===== config.mk =====
export PLATFORM = sky130hd
export DESIGN_NAME = gray_tracker
export DESIGN_NICKNAME = d
export VERILOG_FILES = /design/src/rtl/gray_tracker.sv
export SDC_FILE = /design/constraint.sdc
export NUM_CORES = 1
export LEC_CHECK = 0
export CORE_UTILIZATION = 39
export CTS_BUF_LIST = sky130_fd_sc_hd__clkbuf_8
export DETAILED_ROUTE_END_ITERATION = 12
export PLACE_DENSITY = 0.67
export SYNTH_ARGS = -nofsm -noshare
export SYNTH_HDL_FRONTEND = slang
export SYNTH_SLANG_ARGS = --single-unit

===== constraint.sdc =====
create_clock -name Clk -period 2.25 [get_ports Clk]
set_input_delay 0.3375 -clock Clk [delete_from_list [all_inputs] [get_ports Clk]]
set_output_delay 0.3375 -clock Clk [all_outputs]
set_load 0.01 [all_outputs]

===== src/rtl/gray_tracker.sv =====
// Gray-code stream tracker: decodes each accepted sample, classifies it against the previous one, counts laps and latches faults.
// Latency 1 cycle from the Valid posedge; no backpressure, a sample is taken on every cycle Valid is high.
module gray_tracker #(
    parameter int WIDTH = 3,
    parameter int LAP_W = 8
) (
    input  logic             Clk,
    input  logic             Reset_n,
    input  logic [WIDTH-1:0] GrayIn,
    input  logic             Valid,
    input  logic             Clear,
    output logic [WIDTH-1:0] BinOut,
    output logic             Step,
    output logic             Wrap,
    output logic [LAP_W-1:0] LapCount,
    output logic             Locked,
    output logic             Fault,
    output logic [1:0]       ErrCode
);

    typedef enum logic [1:0] {
        S_SYNC  = 2'd0,
        S_TRACK = 2'd1,
        S_FAULT = 2'd2
    } state_t;

    localparam logic [1:0] ERR_NONE = 2'b00;
    localparam logic [1:0] ERR_REV  = 2'b01;
    localparam logic [1:0] ERR_JUMP = 2'b10;

    state_t           state_q, state_d;
    logic [WIDTH-1:0] bin_q, bin_d;
    logic             step_q, step_d;
    logic             wrap_q, wrap_d;
    logic [LAP_W-1:0] lap_q, lap_d;
    logic [1:0]       err_q, err_d;

    logic [WIDTH-1:0] bin_n;
    logic [WIDTH-1:0] prev_plus;
    logic [WIDTH-1:0] prev_minus;

    // Binary bit i is the XOR of all Gray bits at or above i.
    always_comb begin
        bin_n = '0;
        for (int i = 0; i < WIDTH; i++) begin
            bin_n[i] = ^(GrayIn >> i);
        end
    end

    assign prev_plus  = bin_q + WIDTH'(1);
    assign prev_minus = bin_q - WIDTH'(1);

    always_comb begin
        state_d = state_q;
        bin_d   = bin_q;
        step_d  = 1'b0;
        wrap_d  = 1'b0;
        lap_d   = lap_q;
        err_d   = err_q;

        if (Clear) begin
            state_d = S_SYNC;
            lap_d   = '0;
            err_d   = ERR_NONE;
        end else if (Valid) begin
            case (state_q)
                S_SYNC: begin
                    bin_d   = bin_n;
                    state_d = S_TRACK;
                end
                S_TRACK: begin
                    if (bin_n == bin_q) begin
                        state_d = S_TRACK;
                    end else if (bin_n == prev_plus) begin
                        bin_d  = bin_n;
                        step_d = 1'b1;
                        if (bin_q == '1) begin
                            wrap_d = 1'b1;
                            if (lap_q != '1) begin
                                lap_d = lap_q + LAP_W'(1);
                            end
                        end
                    end else if (bin_n == prev_minus) begin
                        bin_d   = bin_n;
                        err_d   = ERR_REV;
                        state_d = S_FAULT;
                    end else begin
                        bin_d   = bin_n;
                        err_d   = ERR_JUMP;
                        state_d = S_FAULT;
                    end
                end
                S_FAULT: begin
                    // Keep following the stream so software sees where it is; cause stays frozen.
                    bin_d = bin_n;
                end
                default: begin
                    state_d = S_SYNC;
                end
            endcase
        end
    end

    always_ff @(posedge Clk) begin
        if (!Reset_n) begin
            state_q <= S_SYNC;
            bin_q   <= '0;
            step_q  <= 1'b0;
            wrap_q  <= 1'b0;
            lap_q   <= '0;
            err_q   <= ERR_NONE;
        end else begin
            state_q <= state_d;
            bin_q   <= bin_d;
            step_q  <= step_d;
            wrap_q  <= wrap_d;
            lap_q   <= lap_d;
            err_q   <= err_d;
        end
    end

    assign BinOut   = bin_q;
    assign Step     = step_q;
    assign Wrap     = wrap_q;
    assign LapCount = lap_q;
    assign Locked   = (state_q == S_TRACK);
    assign Fault    = (state_q == S_FAULT);
    assign ErrCode  = err_q;

endmodule


Word-level counts from Yosys, hierarchy flattened
Index checks and enable logic that the tools add are counted.
{"block": "classes", "n_reduce_logical": 13, "n_eq_ne": 9, "add_sub_neg": 3, "bitwise": 7, "mux": 8}
{"cell": "$eq A3 B3 Y1", "n": 3}
{"cell": "$reduce_xor A3 Y1", "n": 3}
{"cell": "$add A8 B1 Y8 const B", "n": 1}
{"cell": "$ne A8 B8 Y1 const B", "n": 1}
{"cell": "$reduce_and A4 Y1", "n": 2}
{"cell": "$not A1 Y1", "n": 7}
{"cell": "$mux W2", "n": 3}
{"cell": "$pmux W2 S3", "n": 1}
{"cell": "$pmux W3 S2", "n": 1}
{"cell": "$reduce_and A6 Y1", "n": 1}
{"cell": "$reduce_or A6 Y1", "n": 1}
{"cell": "$reduce_or A5 Y1", "n": 1}
{"cell": "$reduce_or A2 Y1", "n": 2}
{"cell": "$add A3 B1 Y3 const B", "n": 1}
{"cell": "$eq A3 B3 Y1 const B", "n": 1}
{"cell": "$mux W3", "n": 1}
{"cell": "$ne A3 B3 Y1 const B", "n": 1}
{"cell": "$reduce_and A3 Y1", "n": 1}
{"cell": "$sub A3 B1 Y3 const B", "n": 1}
{"cell": "$eq A2 B1 Y1 const B", "n": 1}
{"cell": "$eq A2 B2 Y1 const B", "n": 1}
{"cell": "$logic_not A2 Y1", "n": 1}
{"cell": "$mux W1", "n": 2}
{"cell": "$ne A2 B2 Y1 const B", "n": 1}
{"cell": "$reduce_bool A2 Y1", "n": 1}
{"block": "totals", "ff_bits": 17, "word_cells": 46}

Longest topological paths before layout
{"block": "logic_depth", "depth_word": 5, "depth_mapped": 8, "ltp_nobuf": 7}

Worst setup path after synthesis
OpenSTA, ideal clock, no wires.
{"block": "synth_path", "kind": "register -> register", "start": "register bin_q[0] (netlist: BinOut[0])", "end": "register lap_q[5] (netlist: LapCount[5])", "t_required_ns": 2.134, "period_less_slack_ns": 2.198, "slack_ns": 0.052, "t_arrival_ns": 2.082, "path_stages_with_launch": 9, "path_cell_list": "dfxtp_1 -> ha_1 -> ha_1 -> or3b_1 -> a211oi_2 -> o211a_1 -> buf_6 -> a31oi_1 -> a41o_2"}
{"block": "synth_via", "elab_chain_len": 3, "elab_cells_between_ends": 6}
{"item": "start, declared", "line": "32", "rtl": "logic [WIDTH-1:0] bin_q, bin_d;"}
{"item": "start signal, assigned", "line": "114", "rtl": "bin_q <= bin_d;"}
{"item": "$add A3 B1 Y3 or $eq A3 B3 Y1 (tied branches)", "line": "50, 72"}
{"item": "$eq A3 B3 Y1 or $not A1 Y1 (tied branches)"}
{"item": "$reduce_and A6 Y1 (no source line) (*)"}
{"item": "end signal, assigned", "line": "117", "rtl": "lap_q <= lap_d;"}
{"item": "end, declared", "line": "35", "rtl": "logic [LAP_W-1:0] lap_q, lap_d;"}
Mark *: on every way between the ends. The rest lies on a longest branch, timed or not.
A chain may end at the register's enable or synchronous reset.

Final worst setup path
{"block": "layout_path", "start": "register bin_q[0] (netlist: BinOut[0])", "end": "register lap_q[3] (netlist: LapCount[3])"}
The elaborated chain is that of the path after synthesis.

==> impl_metrics.prom <==
# TYPE chip_impl_metric gauge
chip_impl_metric{name="cts_max_path_buffers",unit=""} 2
chip_impl_info{name="start_kind",value="register"} 1
chip_impl_metric{name="post_route_cells_drive_above_1_share",unit="%"} 16.1
chip_impl_metric{name="syn_to_final_growth",unit="%"} 35.2
chip_impl_metric{name="synth_top_cell_area_share",unit="%"} 32.9
chip_impl_metric{name="layout.cell_area.non_filler",unit="sq mm"} 0.00140
chip_impl_metric{name="number_of_standard_cells_after_synthesis",unit=""} 123
chip_impl_info{name="timing.setup.critical_path_class",value="register to register"} 1
chip_impl_metric{name="postRouteWirelength",unit="microns"} 2210
chip_impl_info{name="setup.worst_path.end",value="LapCount[3]"} 1
chip_impl_metric{name="vias_in_the_first_global_route",unit=""} 896
chip_impl_metric{name="timing.critical_path.slowest_cell_delay",unit="ns"} 0.36
chip_impl_metric{name="drt-pass1-iter-count",unit=""} 4
chip_impl_metric{name="initial_antenna_violation_count",unit=""} 0
chip_impl_metric{name="die_area",unit="sq mm"} 0.00286
chip_impl_info{name="cts_tree",value="built"} 1
chip_impl_info{name="dominantRegCellSynth",value="dfxtp_1"} 1
chip_impl_metric{name="die_x",unit="microns"} 53.5
chip_impl_metric{name="synth_edf_count",unit=""} 0
chip_impl_metric{name="final-max-slew-violation-count",unit=""} 0
chip_impl_metric{name="post_cts.repair.setup_buffers",unit=""} 0
chip_impl_metric{name="chipHeight",unit="microns"} 53.5
chip_impl_metric{name="wire_per_inst",unit="microns"} 12.0
chip_impl_metric{name="final.setup.tns",unit="ns"} 0
chip_impl_metric{name="final_nets",unit=""} 167
chip_impl_metric{name="power.share.clock",unit="%"} 32.9
chip_impl_metric{name="worst_slew_margin_rel",unit="%"} 78.0
chip_impl_metric{name="design_power_total",unit="mW"} 0.684
chip_impl_metric{name="fillers",unit=""} 241
chip_impl_metric{name="power_frac_seq",unit="%"} 45.6
chip_impl_metric{name="vias",unit=""} 995
chip_impl_metric{name="grt_first_pass_wirelength",unit="microns"} 3590
chip_impl_metric{name="num_antenna_cells",unit=""} 0
chip_impl_metric{name="cts_max_level",unit=""} 1
chip_impl_info{name="synth_top_cell_by_area",value="dfxtp_1"} 1
chip_impl_metric{name="power.density",unit="mW/mm^2"} 489
chip_impl_metric{name="internal-power",unit="mW"} 0.502
chip_impl_metric{name="placed_cell_area",unit="sq mm"} 0.00133
chip_impl_metric{name="postSynth.asyncResetShare",unit="%"} 0
chip_impl_metric{name="power.share.combinational",unit="%"} 21.5
chip_impl_metric{name="drt-vias-per-instance",unit=""} 5.38
chip_impl_metric{name="dp.final_hpwl",unit="microns"} 1680
chip_impl_metric{name="power.ir.vdd_worst",unit="uV"} 453
chip_impl_metric{name="clk_transition_reported_paths",unit="ns"} 0.07
chip_impl_metric{name="count_of_clock_tree_sinks",unit=""} 17
chip_impl_metric{name="drt_iter0_markers",unit=""} 19
chip_impl_metric{name="ys.warnings.count",unit=""} 0
chip_impl_metric{name="syn-mean-instance-area",unit="sq um"} 8.41
chip_impl_metric{name="num_rows",unit=""} 18
chip_impl_metric{name="critical_path_required",unit="ns"} 2.44
chip_impl_metric{name="layout_worst_path_cycle_share",unit="%"} 92.9
chip_impl_metric{name="grt_max_degree",unit=""} 14
chip_impl_info{name="min_path_type",value="register to register"} 1
chip_impl_metric{name="worstPathMaxFanout",unit=""} 4
chip_impl_info{name="timing.critical_path.cells",value="ha_1 -> ha_4 -> or3b_1 -> a211oi_2 -> o211ai_1 -> or3_1 -> a21oi_1"} 1
chip_impl_metric{name="remaining_routing_drc_violations",unit=""} 0
chip_impl_metric{name="setup_violations",unit=""} 0
chip_impl_metric{name="timing.clock.skew",unit="ns"} 0.00214
chip_impl_metric{name="cts-buffers-inserted",unit=""} 3
chip_impl_info{name="grt_setup_unrepaired",value="no"} 1
chip_impl_metric{name="finalWorstSetupSlack",unit="ns"} 0.160
chip_impl_metric{name="place.gp.congestion",unit=""} 0.840
chip_impl_info{name="worst_setup_path_startpoint",value="BinOut[0]"} 1
chip_impl_metric{name="timing.critical_path.buf_inv",unit=""} 0
chip_impl_metric{name="initial_utilization",unit="%"} 41.4
chip_impl_metric{name="clock_latency",unit="ns"} 0.25
chip_impl_info{name="worstReg2RegEnd",value="LapCount[3]"} 1
chip_impl_metric{name="yosys.cell_types.count",unit=""} 40
chip_impl_metric{name="synth_nets",unit=""} 134
chip_impl_metric{name="max_freq",unit="MHz"} 479
chip_impl_metric{name="reg2regPathDepth",unit=""} 7
chip_impl_metric{name="cell_area_synth",unit="sq mm"} 0.00103
chip_impl_metric{name="number_of_i_o_pins",unit=""} 24
chip_impl_metric{name="drt.antenna.violating_nets",unit=""} 0
chip_impl_info{name="kind_of_capture_point_of_the_worst_setup_path",value="register"} 1
chip_impl_metric{name="ff2ff_setup_slack",unit="ns"} 0.16
chip_impl_info{name="cts.root.buffer_cell",value="clkbuf_8"} 1
chip_impl_metric{name="tightestPinTransition",unit="ns"} 0.330
chip_impl_metric{name="portBuffers",unit=""} 23
chip_impl_metric{name="netSwitchingFraction",unit="%"} 26.6
chip_impl_metric{name="power.leakage",unit="nW"} 0.585
chip_impl_info{name="slowest_stage",value="or3b_1"} 1
chip_impl_metric{name="postSynthRegisterBits",unit=""} 17
chip_impl_metric{name="overflow",unit=""} 0
chip_impl_info{name="synth_area_leaders",value="dfxtp_1 (33%), nand2_1 (5.8%), ha_1 (4.8%)"} 1
chip_impl_info{name="path_delay_family",value="simple AND/OR/NAND/NOR gates"} 1
chip_impl_metric{name="coreArea",unit="sq mm"} 0.00250
chip_impl_metric{name="share_of_synthesized_area_occupied_by_flip_flops_and_latches",unit="%"} 32.9
chip_impl_metric{name="pre_cts_slack",unit="ns"} -0.0562
chip_impl_metric{name="arrival",unit="ns"} 2.27
chip_impl_metric{name="post_route_core_utilization",unit="%"} 56.0
chip_impl_metric{name="final_hold_viol_count",unit=""} 0
chip_impl_metric{name="finalCriticalPeriod",unit="ns"} 2.09
chip_impl_metric{name="groute.usage.overall",unit="%"} 17.4
chip_impl_metric{name="maxCapViolCount",unit=""} 0
chip_impl_metric{name="path_depth",unit=""} 7
chip_impl_metric{name="p_switching",unit="mW"} 0.182
chip_impl_info{name="worstReg2RegStart",value="BinOut[0]"} 1
chip_impl_metric{name="hold_buffers",unit=""} 0
chip_impl_info{name="status",value="finished, final reports clean"} 1
[synth_stat cells, types with 4 or more instances]
cell type	instances
nor2_1	7
nand3_1	6
o21ai_0	6
xnor2_1	5
ha_1	4
nor3_1	5
nand2_1	16
and3_1	5
dfxtp_1	17
nand2b_1	4
[cell type report]
cell class,count,area [sq um],share of cell area [%]
multi-input cells,99,667,47.7
flip-flops and latches,17,340,24.3
repair buffers,32,298,21.3
clock buffers,3,41.3,2.95
well taps,30,37.5,2.68
inverters,3,11.3,0.805
clock inverters,1,3.75,0.268
[placed cells by master (no fill, tap or decap), types with 3 or more instances in the layout]
| cell type | n |
|---|---|
| clkdlybuf4s50_1 | 23 |
| dfxtp_1 | 17 |
| nand2_1 | 16 |
| buf_4 | 9 |
| nor2_1 | 7 |
| nand3_1 | 6 |
| o21ai_0 | 6 |
| and3_1 | 5 |
| xnor2_1 | 5 |
| inv_1 | 4 |
| nand2b_1 | 4 |
| nor3_1 | 4 |
| a31oi_1 | 3 |
| or3_1 | 3 |
| a21oi_1 | 3 |
| ha_1 | 3 |
| clkbuf_8 | 3 |
[state kept, by name, summed over array words and instances, names as in the netlist]
register and flops:
LapCount 8, Step 1, ErrCode 2, state_q 2, Wrap 1, BinOut 3
[what timing repair did]
| item | in CTS | in global routing |
|---|---|---|
| gates resized for setup | 0 | 3 |
| hold endpoints to repair | 0 | 0 |
| setup endpoints to repair | 0 | 9 |
[layer usage]
layer	routed length, microns	part of all wire, %	track usage, %	vias up
met4	19	0.86	5.26	0
met2	1020	46	31.0	33
met5	0	0	0	-
li1	-	-	-	505
met1	1040	47	19.3	452
met3	134	6.1	5.75	5
[cells by family after synthesis]
| kind of cell | Yosys count | synth area share [%] |
|---|---|---|
| AO/OA/AOI/OAI | 25 | 17.7 |
| flip-flops | 17 | 32.9 |
| AND/OR/NAND/NOR | 61 | 31.7 |
| multiplexers | 2 | 1.93 |
| adder cells (fa/ha/maj) | 4 | 4.84 |
| XOR/XNOR | 7 | 5.93 |
| buffers and inverters | 7 | 5.08 |
[through the flow]
step,hold WS (ns),instances
6_report,0.477,185
4_1_cts,0.481,185
3_3_place_gp,0.466,181
3_5_place_dp,0.472,181
5_1_grt,0.514,185
2_1_floorplan,0.436,123
[worst min-delay path by stage]
stage                           from    endpoint  slack (ns)  depth (start not counted)
after floorplan                Valid  state_q[0]        0.44                          1
after global placement    ErrCode[0]  ErrCode[0]        0.47                          2
after detailed placement  ErrCode[0]  ErrCode[0]        0.47                          2
after CTS                 ErrCode[0]  ErrCode[0]        0.48                          2
after global routing      ErrCode[0]  ErrCode[0]        0.51                          2
final                     ErrCode[0]  ErrCode[0]        0.48                          2
[power by group through the flow]
stage | clock, mW | sequential, mW | combinational, mW
floorplan | 0 | 0.324 | 0.0785
global placement | 0 | 0.318 | 0.140
detailed placement | 0 | 0.318 | 0.143
CTS | 0.230 | 0.312 | 0.144
global route | 0.238 | 0.313 | 0.162
finish | 0.225 | 0.312 | 0.147
[worst min-delay path: stages (launching register included)]
cell and delay [ns]:
dfxtp_1 0.31, nand2_1 0.05, o22ai_1 0.07
No activity file was read; power rests on OpenSTA's default activity.
